$ cat src/rtl/spi_slave_shift_engine_if.sv
// SPI slave shift engine bus bundle: the serial pins plus the parallel
// tx/rx handshake seen by the slave-side producer/consumer logic.
// The slave modport is the engine's view; master is the driver's view.
interface spi_slave_shift_engine_if #(
    parameter int DATA_WIDTH = 8
);
    logic                  sclk;
    logic                  cs;
    logic                  mosi0;
    logic                  miso0;
    logic                  cpol;
    logic                  cpha;
    logic [DATA_WIDTH-1:0] tx_data;
    logic                  tx_valid;
    logic                  tx_ready;
    logic [DATA_WIDTH-1:0] rx_data;
    logic                  rx_valid;
    logic                  busy;
    logic                  frame_err;

    modport slave (
        input  sclk, cs, mosi0, cpol, cpha, tx_data, tx_valid,
        output miso0, tx_ready, rx_data, rx_valid, busy, frame_err
    );

    modport master (
        output sclk, cs, mosi0, cpol, cpha, tx_data, tx_valid,
        input  miso0, tx_ready, rx_data, rx_valid, busy, frame_err
    );
endinterface

$ cat src/rtl/spi_slave_shift_engine.sv
// SPI slave shift engine: oversamples sclk/cs/mosi0 in the pclk domain,
// assembles LSB-first frames into rx words and shifts tx words out on miso0.
// sclk is synchronised as (sclk ^ cpol) so the synchroniser idles at 0 for
// either polarity and a rising edge of the normalised clock is always the
// leading edge.
// Optional feature macro: SPI_SLAVE_FRAME_ERR_CHECK_EN enables frame_err
// pulses on aborted frames and tx underruns; otherwise frame_err is 0.
module spi_slave_shift_engine #(
    parameter int                    DATA_WIDTH      = 8,
    parameter logic [DATA_WIDTH-1:0] TX_IDLE_PATTERN = '0,
    parameter int                    SYNC_STAGES     = 2
) (
    input logic                     pclk,
    input logic                     areset,
    spi_slave_shift_engine_if.slave bus
);
    localparam int              CNT_W    = $clog2(DATA_WIDTH);
    localparam logic [CNT_W-1:0] CNT_LAST = CNT_W'(DATA_WIDTH - 1);

    localparam logic [0:0] ST_IDLE   = 1'b0;
    localparam logic [0:0] ST_ACTIVE = 1'b1;

    logic [SYNC_STAGES-1:0] sclk_sync;
    logic [SYNC_STAGES-1:0] cs_sync;
    logic [SYNC_STAGES-1:0] mosi_sync;
    logic                   sclk_p0, cs_p0, mosi_p0;
    logic                   sclk_p1, cs_p1;

    logic [0:0]            state;
    logic [CNT_W-1:0]      bit_cnt;
    logic                  hold_full;
    logic [DATA_WIDTH-1:0] hold_data;
    logic [DATA_WIDTH-1:0] tx_shift;
    logic [DATA_WIDTH-2:0] rx_shift;
    logic [DATA_WIDTH-1:0] rx_data_q;
    logic                  rx_valid_q;
    logic                  miso_q;

    logic                  lead_edge, trail_edge, sample_edge, shift_edge;
    logic                  active, cs_fall, frame_start, frame_end, run;
    logic                  do_sample, do_shift, word_done, load, tx_write;
    logic [DATA_WIDTH-1:0] load_word;
    logic [DATA_WIDTH-1:0] rx_next;

    // Synchronisers; reset to the idle bus (normalised sclk low, cs high).
    always_ff @(posedge pclk or negedge areset) begin
        if (!areset) begin
            sclk_sync <= '0;
            cs_sync   <= '1;
            mosi_sync <= '0;
            sclk_p1   <= 1'b0;
            cs_p1     <= 1'b1;
        end else begin
            sclk_sync <= {sclk_sync[SYNC_STAGES-2:0], bus.sclk ^ bus.cpol};
            cs_sync   <= {cs_sync[SYNC_STAGES-2:0], bus.cs};
            mosi_sync <= {mosi_sync[SYNC_STAGES-2:0], bus.mosi0};
            sclk_p1   <= sclk_p0;
            cs_p1     <= cs_p0;
        end
    end

    assign sclk_p0 = sclk_sync[SYNC_STAGES-1];
    assign cs_p0   = cs_sync[SYNC_STAGES-1];
    assign mosi_p0 = mosi_sync[SYNC_STAGES-1];

    // Edge classification and frame control decode.
    always_comb begin
        lead_edge   = sclk_p0 & ~sclk_p1;
        trail_edge  = ~sclk_p0 & sclk_p1;
        sample_edge = bus.cpha ? trail_edge : lead_edge;
        shift_edge  = bus.cpha ? lead_edge : trail_edge;
        active      = (state == ST_ACTIVE);
        cs_fall     = cs_p1 & ~cs_p0;
        frame_start = !active && cs_fall;
        frame_end   = active && cs_p0;
        run         = active && !cs_p0;
        do_sample   = run && sample_edge;
        do_shift    = run && shift_edge;
        word_done   = do_sample && (bit_cnt == CNT_LAST);
        // A back-to-back word reloads at the last sample of the previous one.
        load        = frame_start || word_done;
        tx_write    = bus.tx_valid && !hold_full;
        load_word   = hold_full ? hold_data : TX_IDLE_PATTERN;
        rx_next     = {mosi_p0, rx_shift};
    end

    // Frame FSM, bit counter, holding-register flag, rx strobe and miso0.
    always_ff @(posedge pclk or negedge areset) begin
        if (!areset) begin
            state      <= ST_IDLE;
            bit_cnt    <= '0;
            hold_full  <= 1'b0;
            rx_valid_q <= 1'b0;
            rx_data_q  <= '0;
            miso_q     <= 1'b0;
        end else begin
            if (frame_start) begin
                state <= ST_ACTIVE;
            end else if (frame_end) begin
                state <= ST_IDLE;
            end

            if (!run) begin
                bit_cnt <= '0;
            end else if (do_sample) begin
                bit_cnt <= word_done ? '0 : bit_cnt + CNT_W'(1);
            end

            // A load with an empty holding reg takes the idle pattern while a
            // same-cycle write is still captured.
            hold_full  <= tx_write || (hold_full && !load);
            rx_valid_q <= word_done;
            if (word_done) begin
                rx_data_q <= rx_next;
            end

            // cpha=0 presents bit 0 straight after cs falls; cpha=1 waits for
            // the first leading edge, which is a shift edge in that mode.
            if (frame_start) begin
                miso_q <= bus.cpha ? 1'b0 : load_word[0];
            end else if (!active || frame_end) begin
                miso_q <= 1'b0;
            end else if (do_shift) begin
                miso_q <= tx_shift[0];
            end
        end
    end

    // Data shift registers and holding register; control alone gates them.
    always_ff @(posedge pclk) begin
        if (tx_write) begin
            hold_data <= bus.tx_data;
        end
        if (frame_start) begin
            tx_shift <= bus.cpha ? load_word : (load_word >> 1);
        end else if (word_done) begin
            tx_shift <= load_word;
        end else if (do_shift) begin
            tx_shift <= tx_shift >> 1;
        end
        if (do_sample) begin
            rx_shift <= rx_next[DATA_WIDTH-1:1];
        end
    end

`ifdef SPI_SLAVE_FRAME_ERR_CHECK_EN
    logic err_q;

    // Abort (cs rise mid-word) or underrun (load from an empty holding reg).
    always_ff @(posedge pclk or negedge areset) begin
        if (!areset) begin
            err_q <= 1'b0;
        end else begin
            err_q <= (frame_end && (bit_cnt != '0)) || (load && !hold_full);
        end
    end

    assign bus.frame_err = err_q;
`else
    assign bus.frame_err = 1'b0;
`endif

    assign bus.miso0    = miso_q;
    assign bus.tx_ready = !hold_full;
    assign bus.rx_data  = rx_data_q;
    assign bus.rx_valid = rx_valid_q;
    assign bus.busy     = active;

endmodule
$ cat src/flat_wrapper.sv
// flat-port wrapper written by rule: the top's interface ports become plain ports
module spi_slave_shift_engine_flat 
#(
    parameter int                    DATA_WIDTH      = 8,
    parameter logic [DATA_WIDTH-1:0] TX_IDLE_PATTERN = '0,
    parameter int                    SYNC_STAGES     = 2
)
  (pclk, areset, bus_sclk, bus_cs, bus_mosi0, bus_cpol, bus_cpha, bus_tx_data, bus_tx_valid, bus_miso0, bus_tx_ready, bus_rx_data, bus_rx_valid, bus_busy, bus_frame_err);
  spi_slave_shift_engine_if #(.DATA_WIDTH(DATA_WIDTH)) bus_i ();
  input logic pclk;
  input logic areset;
  input wire logic [$bits(bus_i.sclk)-1:0] bus_sclk;
  input wire logic [$bits(bus_i.cs)-1:0] bus_cs;
  input wire logic [$bits(bus_i.mosi0)-1:0] bus_mosi0;
  input wire logic [$bits(bus_i.cpol)-1:0] bus_cpol;
  input wire logic [$bits(bus_i.cpha)-1:0] bus_cpha;
  input wire logic [$bits(bus_i.tx_data)-1:0] bus_tx_data;
  input wire logic [$bits(bus_i.tx_valid)-1:0] bus_tx_valid;
  output wire logic [$bits(bus_i.miso0)-1:0] bus_miso0;
  output wire logic [$bits(bus_i.tx_ready)-1:0] bus_tx_ready;
  output wire logic [$bits(bus_i.rx_data)-1:0] bus_rx_data;
  output wire logic [$bits(bus_i.rx_valid)-1:0] bus_rx_valid;
  output wire logic [$bits(bus_i.busy)-1:0] bus_busy;
  output wire logic [$bits(bus_i.frame_err)-1:0] bus_frame_err;
  assign bus_i.sclk = bus_sclk;
  assign bus_i.cs = bus_cs;
  assign bus_i.mosi0 = bus_mosi0;
  assign bus_i.cpol = bus_cpol;
  assign bus_i.cpha = bus_cpha;
  assign bus_i.tx_data = bus_tx_data;
  assign bus_i.tx_valid = bus_tx_valid;
  assign bus_miso0 = bus_i.miso0;
  assign bus_tx_ready = bus_i.tx_ready;
  assign bus_rx_data = bus_i.rx_data;
  assign bus_rx_valid = bus_i.rx_valid;
  assign bus_busy = bus_i.busy;
  assign bus_frame_err = bus_i.frame_err;
  spi_slave_shift_engine #(.DATA_WIDTH(DATA_WIDTH), .TX_IDLE_PATTERN(TX_IDLE_PATTERN), .SYNC_STAGES(SYNC_STAGES)) u_core (.pclk(pclk), .areset(areset), .bus(bus_i));
endmodule
$ cat config.mk
export PLATFORM = sky130hd
export DESIGN_NAME = spi_slave_shift_engine_flat
export DESIGN_NICKNAME = d
export VERILOG_FILES = /design/src/rtl/spi_slave_shift_engine_if.sv /design/src/rtl/spi_slave_shift_engine.sv /design/src/flat_wrapper.sv
export SDC_FILE = /design/constraint.sdc
export NUM_CORES = 1
export LEC_CHECK = 0
export ABC_AREA = 1
export CAP_MARGIN = 15
export CORE_UTILIZATION = 55
export DETAILED_ROUTE_END_ITERATION = 6
export HOLD_SLACK_MARGIN = 0.12
export PLACE_DENSITY = 0.91
export SYNTH_ARGS = -nofsm -noshare
export SYNTH_HDL_FRONTEND = slang
export SYNTH_SLANG_ARGS = --single-unit
$ cat constraint.sdc
create_clock -name pclk -period 3.79 [get_ports pclk]
set_clock_uncertainty 0.05 [all_clocks]
set_input_delay 0.758 -clock pclk [delete_from_list [all_inputs] [get_ports pclk]]
set_output_delay 0.758 -clock pclk [all_outputs]
set_load 0.1 [all_outputs]
* Word-level counts from Yosys, hierarchy flattened *
Index checks and enable logic that the tools add are counted.

word-level totals
  output and inout port bits = 13
  flip-flop bits (word level) = 46
  input bits = 16
  word-level logic and storage cells = 58

cells by class
  reductions and logical operators = 18
  bitwise logic cells = 7
  eq/ne operators = 2
  add/sub/neg operators = 1
  muxes and demuxes = 16

operators with widths
  cell                                                           number
  8-bit 2-to-1 mux                                               5
  3-bit 2-to-1 mux                                               3
  1-bit logical AND                                              8
  1-bit 2-to-1 mux                                               8
  3-bit nonzero test                                             2
  1-bit logical NOT                                              4
  3-bit by 1-bit adder with 3-bit output, second input constant  1
  1-bit AND                                                      3
  3-bit equality test, second input constant                     1
  1-bit logical OR                                               3
  1-bit inverter                                                 3
  2-bit inequality test, second input constant                   1
  2-bit nonzero test                                             1
  1-bit XOR                                                      1

* Depth between registers and ports, before layout *
  depth in word-level cells = 9
  depth in mapped cells = 7
  gate-level depth less buffers = 7

* Worst setup path after synthesis *
OpenSTA, ideal clock, no wires.

  path type = reg-to-reg
  from = reg u_core.state (netlist: u_core.bus.busy)
  to = reg u_core.tx_shift[0] (enable)
  period minus slack after synthesis = 2.164 ns
  setup time = 0.337 ns
  required time = 3.403 ns
  data arrival time = 1.777 ns
  cell stages (with the launch flop) = 6
  buffers on the path = 1
  slack = 1.626 ns
  cell sequence = dfrtp_1 nand2_1 inv_1 nand3_4 buf_6 nand3_1

on the way
  cells in the longest elaborated chain, start to end = 4
  elaborated cells on any way between the ends = 7
  classes of those cells = reduce/logical (7)

ends and longest elaborated chain
  what                                   RTL line                       text
  from (decl)                            spi_slave_shift_engine.sv:29   logic [0:0] state;
  from (signal assigned)                 spi_slave_shift_engine.sv:90   state <= ST_IDLE;
  from (signal assigned)                 spi_slave_shift_engine.sv:98   state <= ST_ACTIVE;
  from (signal assigned)                 spi_slave_shift_engine.sv:100  state <= ST_IDLE;
  1-bit logical AND                      spi_slave_shift_engine.sv:76   run = active && !cs_p0;
  1-bit logical AND                      spi_slave_shift_engine.sv:77   do_sample = run && sample_edge;
  1-bit logical AND                      spi_slave_shift_engine.sv:79   word_done = do_sample && (bit_cnt == CNT_LAST);
  3-bit nonzero test (no source line) *  n/a
  to (signal assigned)                   spi_slave_shift_engine.sv:135  tx_shift <= bus.cpha ? load_word : (load_word >> 1);
  to (signal assigned)                   spi_slave_shift_engine.sv:137  tx_shift <= load_word;
  to (signal assigned)                   spi_slave_shift_engine.sv:139  tx_shift <= tx_shift >> 1;
  to (decl)                              spi_slave_shift_engine.sv:33   logic [DATA_WIDTH-1:0] tx_shift;

Every way passes the cells marked *; elsewhere a longest branch is shown, timed or not.
A chain may end at the register's enable or synchronous reset.

* Worst setup path in the final report *
  from = reg u_core.hold_full
  to = out bus_tx_ready

on the way
  cells in the longest elaborated chain, start to end = 1

ends and longest elaborated chain
  what                    RTL line                       text
  from (decl)             spi_slave_shift_engine.sv:31   logic hold_full;
  from (signal assigned)  spi_slave_shift_engine.sv:111  hold_full <= tx_write || (hold_full && !load);
  1-bit logical NOT       spi_slave_shift_engine.sv:164  assign bus.tx_ready = !hold_full;
  to (decl)               flat_wrapper.sv:20             output wire logic [$bits(bus_i.tx_ready)-1:0] bus_tx_ready;

No other way between the ends.

==> run metrics <==
total routed wirelength=2982 um; H-tree depth=2; die extent in x=61.57 um; port bufs=27; Cell Chain, Critical Path=inv_1 > clkdlybuf4s50_1; pre-CTS setup slack=0.8417 ns; 1st-pass router iterations=4; dpl hpwl=2218 um; Synth Instances=190; gr ovfl total=0; initial antenna violation count=0; FF-to-FF Start=u_core.bit_cnt[0]$_DFFE_PN0P_; worst hold path class=reg -> reg; # DRC=0; Worst-Skew Late Latency=0.36 ns; HP Start=u_core.mosi_sync[0]$_DFF_PN0_; Final setup viols=0; Placed Area=2238 um^2; post-synthesis mux area share=0; fin crit period=2.905 ns; CP Launch Type=register; Ports=29; Die Ht=61.57 um; core area=3363 um^2; CP required=2.98 ns; maximum vdd ir drop=0.0004527 V; commonest register cell after synthesis=edfxtp_1; top sig layer=met4; CTS resizes=0; routed wire length on met2=1443 um; Synth Cell Area=1952 um^2; crit path DAT=2.10 ns; Rel. slew slack=0.3429; ANT nets after route=0; Seq cells post-synth=46; met3 wire length=109 um; Worst path max stage delay=1.13 ns; CTS Sinks=46; post-synthesis simple-gate area fraction=0.2423; Lkg Pwr=1.074 nW; GR Util All Layers=0.1848; count of nets after finishing=236; outcome=finished clean; Post-CTS Hold Fix Bufs=0; Placer Congestion=0.8093; max-slew violations=0; placed cells=257; syn nets=208; first-pass GRT wire length=4954 um; vias in the first global route=1131; RSZ-0062 raised after global routing=false; largest cells by area after synthesis=edfxtp_1, dfrtp_1, nand2_1; CTS Root Cell=clkbuf_4; TNS Setup=0 ns; critical path's slowest cell=clkdlybuf4s50_1; PwrDens=442.8 nW/um^2; setup ws final=0.8853 ns; initial DRC count=63; Tot Pwr=1.023 mW; Final Hold Fails=0; # diodes=0; via-per-instance ratio=4.943; fill count=252; Max-Cap Viols=0; Clock Path Buffers=2; top cells by count, synth=nand2_1, edfxtp_1, dfrtp_1, inv_1, nand3_1; largest family of logic cells by synthesized area=simple AND/OR/NAND/NOR gates; ys async rst share=0.5000; mean area per synthesized cell=10.27 um^2; drt wl/cell=11.25 um; row count=21; ratio of cells with drive above 1 in the final layout=0.08219; largest net degree at the start of global routing=24; Cell Count, Final, Fillers Out=265; Period Utilization, post-route=0.7664; CP endpoint kind=output port; share of the synthesized area in the top cell type=0.3538; TritonCTS clock tree=yes; worst setup path category=reg -> out; Post-Route M1 WL=1367 um; TritonCTS Buffers=5; Vias=1310; area growth from synthesis to layout=18.40%; most common cell in the netlist=nand2_1; worst slew pin tran=0.9825 ns; clock slew seen by the registers of the worst setup and hold paths=0.12 ns; final non-filler cell area=2311 um^2; YS warnings=0; leading area contributor after synthesis=edfxtp_1; Max Fclk=344.3 MHz; post-synthesis xor/xnor area fraction=0.004487; Post-synth EDFFs=23; sequential fraction of the synthesis area=0.6506; Synth Area in Adders=0.01282; Post-CTS Setup Bufs=0; starting density of the core=0.5804; Yosys cell types=24; crit-path max FO=10; die area=3791 um^2; Critical Path Source=u_core.hold_full$_DFF_PN0_; Synth Area in Compound Gates=0.02179
==> through the flow <==
step / utilization / hold WS [ns]
5_1_grt: 0.6871 / 0.3244
3_5_place_dp: 0.6656 / 0.2847
3_3_place_gp: 0.6656 / 0.2841
2_1_floorplan: - / 0.2812
6_report: 0.6871 / 0.3124
4_1_cts: 0.6871 / 0.3142
==> worst max-delay path: cells and delay by family, from the launching register on <==
kind,cells,cell delay (ns)
buf+inv,2,1.25
flops,1,0.51
==> metal layers <==
layer | global-route usage | up-vias
li1 | - | 673
met5 | 0 | -
met2 | 0.2657 | 36
met4 | 0.09841 | 0
met3 | 0.04622 | 7
met1 | 0.2598 | 594
==> final timing paths <==
path / depth (start not counted) / to / slack, ns
hold / removal: 0 / u_core.mosi_sync[1]$_DFF_PN0_ / 0.31
setup / recovery: 2 / bus_tx_ready / 0.89
setup reg to reg: 4 / u_core.tx_shift[3]$_DFFE_PP_ / 1.89
min in group asynchronous: 1 / u_core.bus.rx_data[3]$_DFFE_PN0P_ / 0.86
hold reg to reg: 0 / u_core.mosi_sync[1]$_DFF_PN0_ / 0.31
max in group asynchronous: 1 / u_core.hold_full$_DFF_PN0_ / 2.22
==> area by class of cell <==
type | count | area [um^2] | area share
sequential | 46 | 1270 | 0.5495
multi-input combinational | 115 | 553.0 | 0.2393
timing repair buffer | 27 | 270.3 | 0.1169
inverter | 23 | 87.58 | 0.03790
clock buffer | 7 | 66.31 | 0.02870
tap | 46 | 57.56 | 0.02491
clock inverter | 1 | 6.256 | 0.002707
==> power breakdown <==
part	total, mW	internal (mW)	switching (mW)
clock network	0.261	0.114	0.148
logic	0.177	0.0493	0.127
registers	0.585	0.564	0.0219
==> state kept, by name, indices dropped and copies added (netlist names) <==
signal	flops
u_core.bus.busy	1
u_core.bit_cnt	3
u_core.bus.miso0	1
u_core.bus.rx_valid	1
u_core.tx_shift	8
u_core.rx_shift	7
u_core.sclk_p1	1
u_core.sclk_sync	2
u_core.mosi_sync	2
u_core.hold_data	8
u_core.cs_sync	2
u_core.cs_p1	1
u_core.hold_full	1
u_core.bus.rx_data	8
==> kinds of logic after synthesis <==
group | count (synthesis)
xor gates and xnor gates | 1
other | 1
adders and majority gates | 2
DFF | 46
and+or+nand+nor | 103
AOI/OAI and AO/OA | 8
buffers and inverters | 29
==> cell usage in the layout (no fill, tap or decap), drive strengths merged, types with 3 or more instances in the layout <==
cell,Yosys,final
nand3,22,22
nand2,71,71
clkbuf,0,7
edfxtp,23,23
dfrtp,20,20
clkdlybuf4s50,0,27
dfstp,3,3
nand4,7,7
inv,22,23
o21ai,5,5
Note: power is estimated with default switching activity, not from simulation.
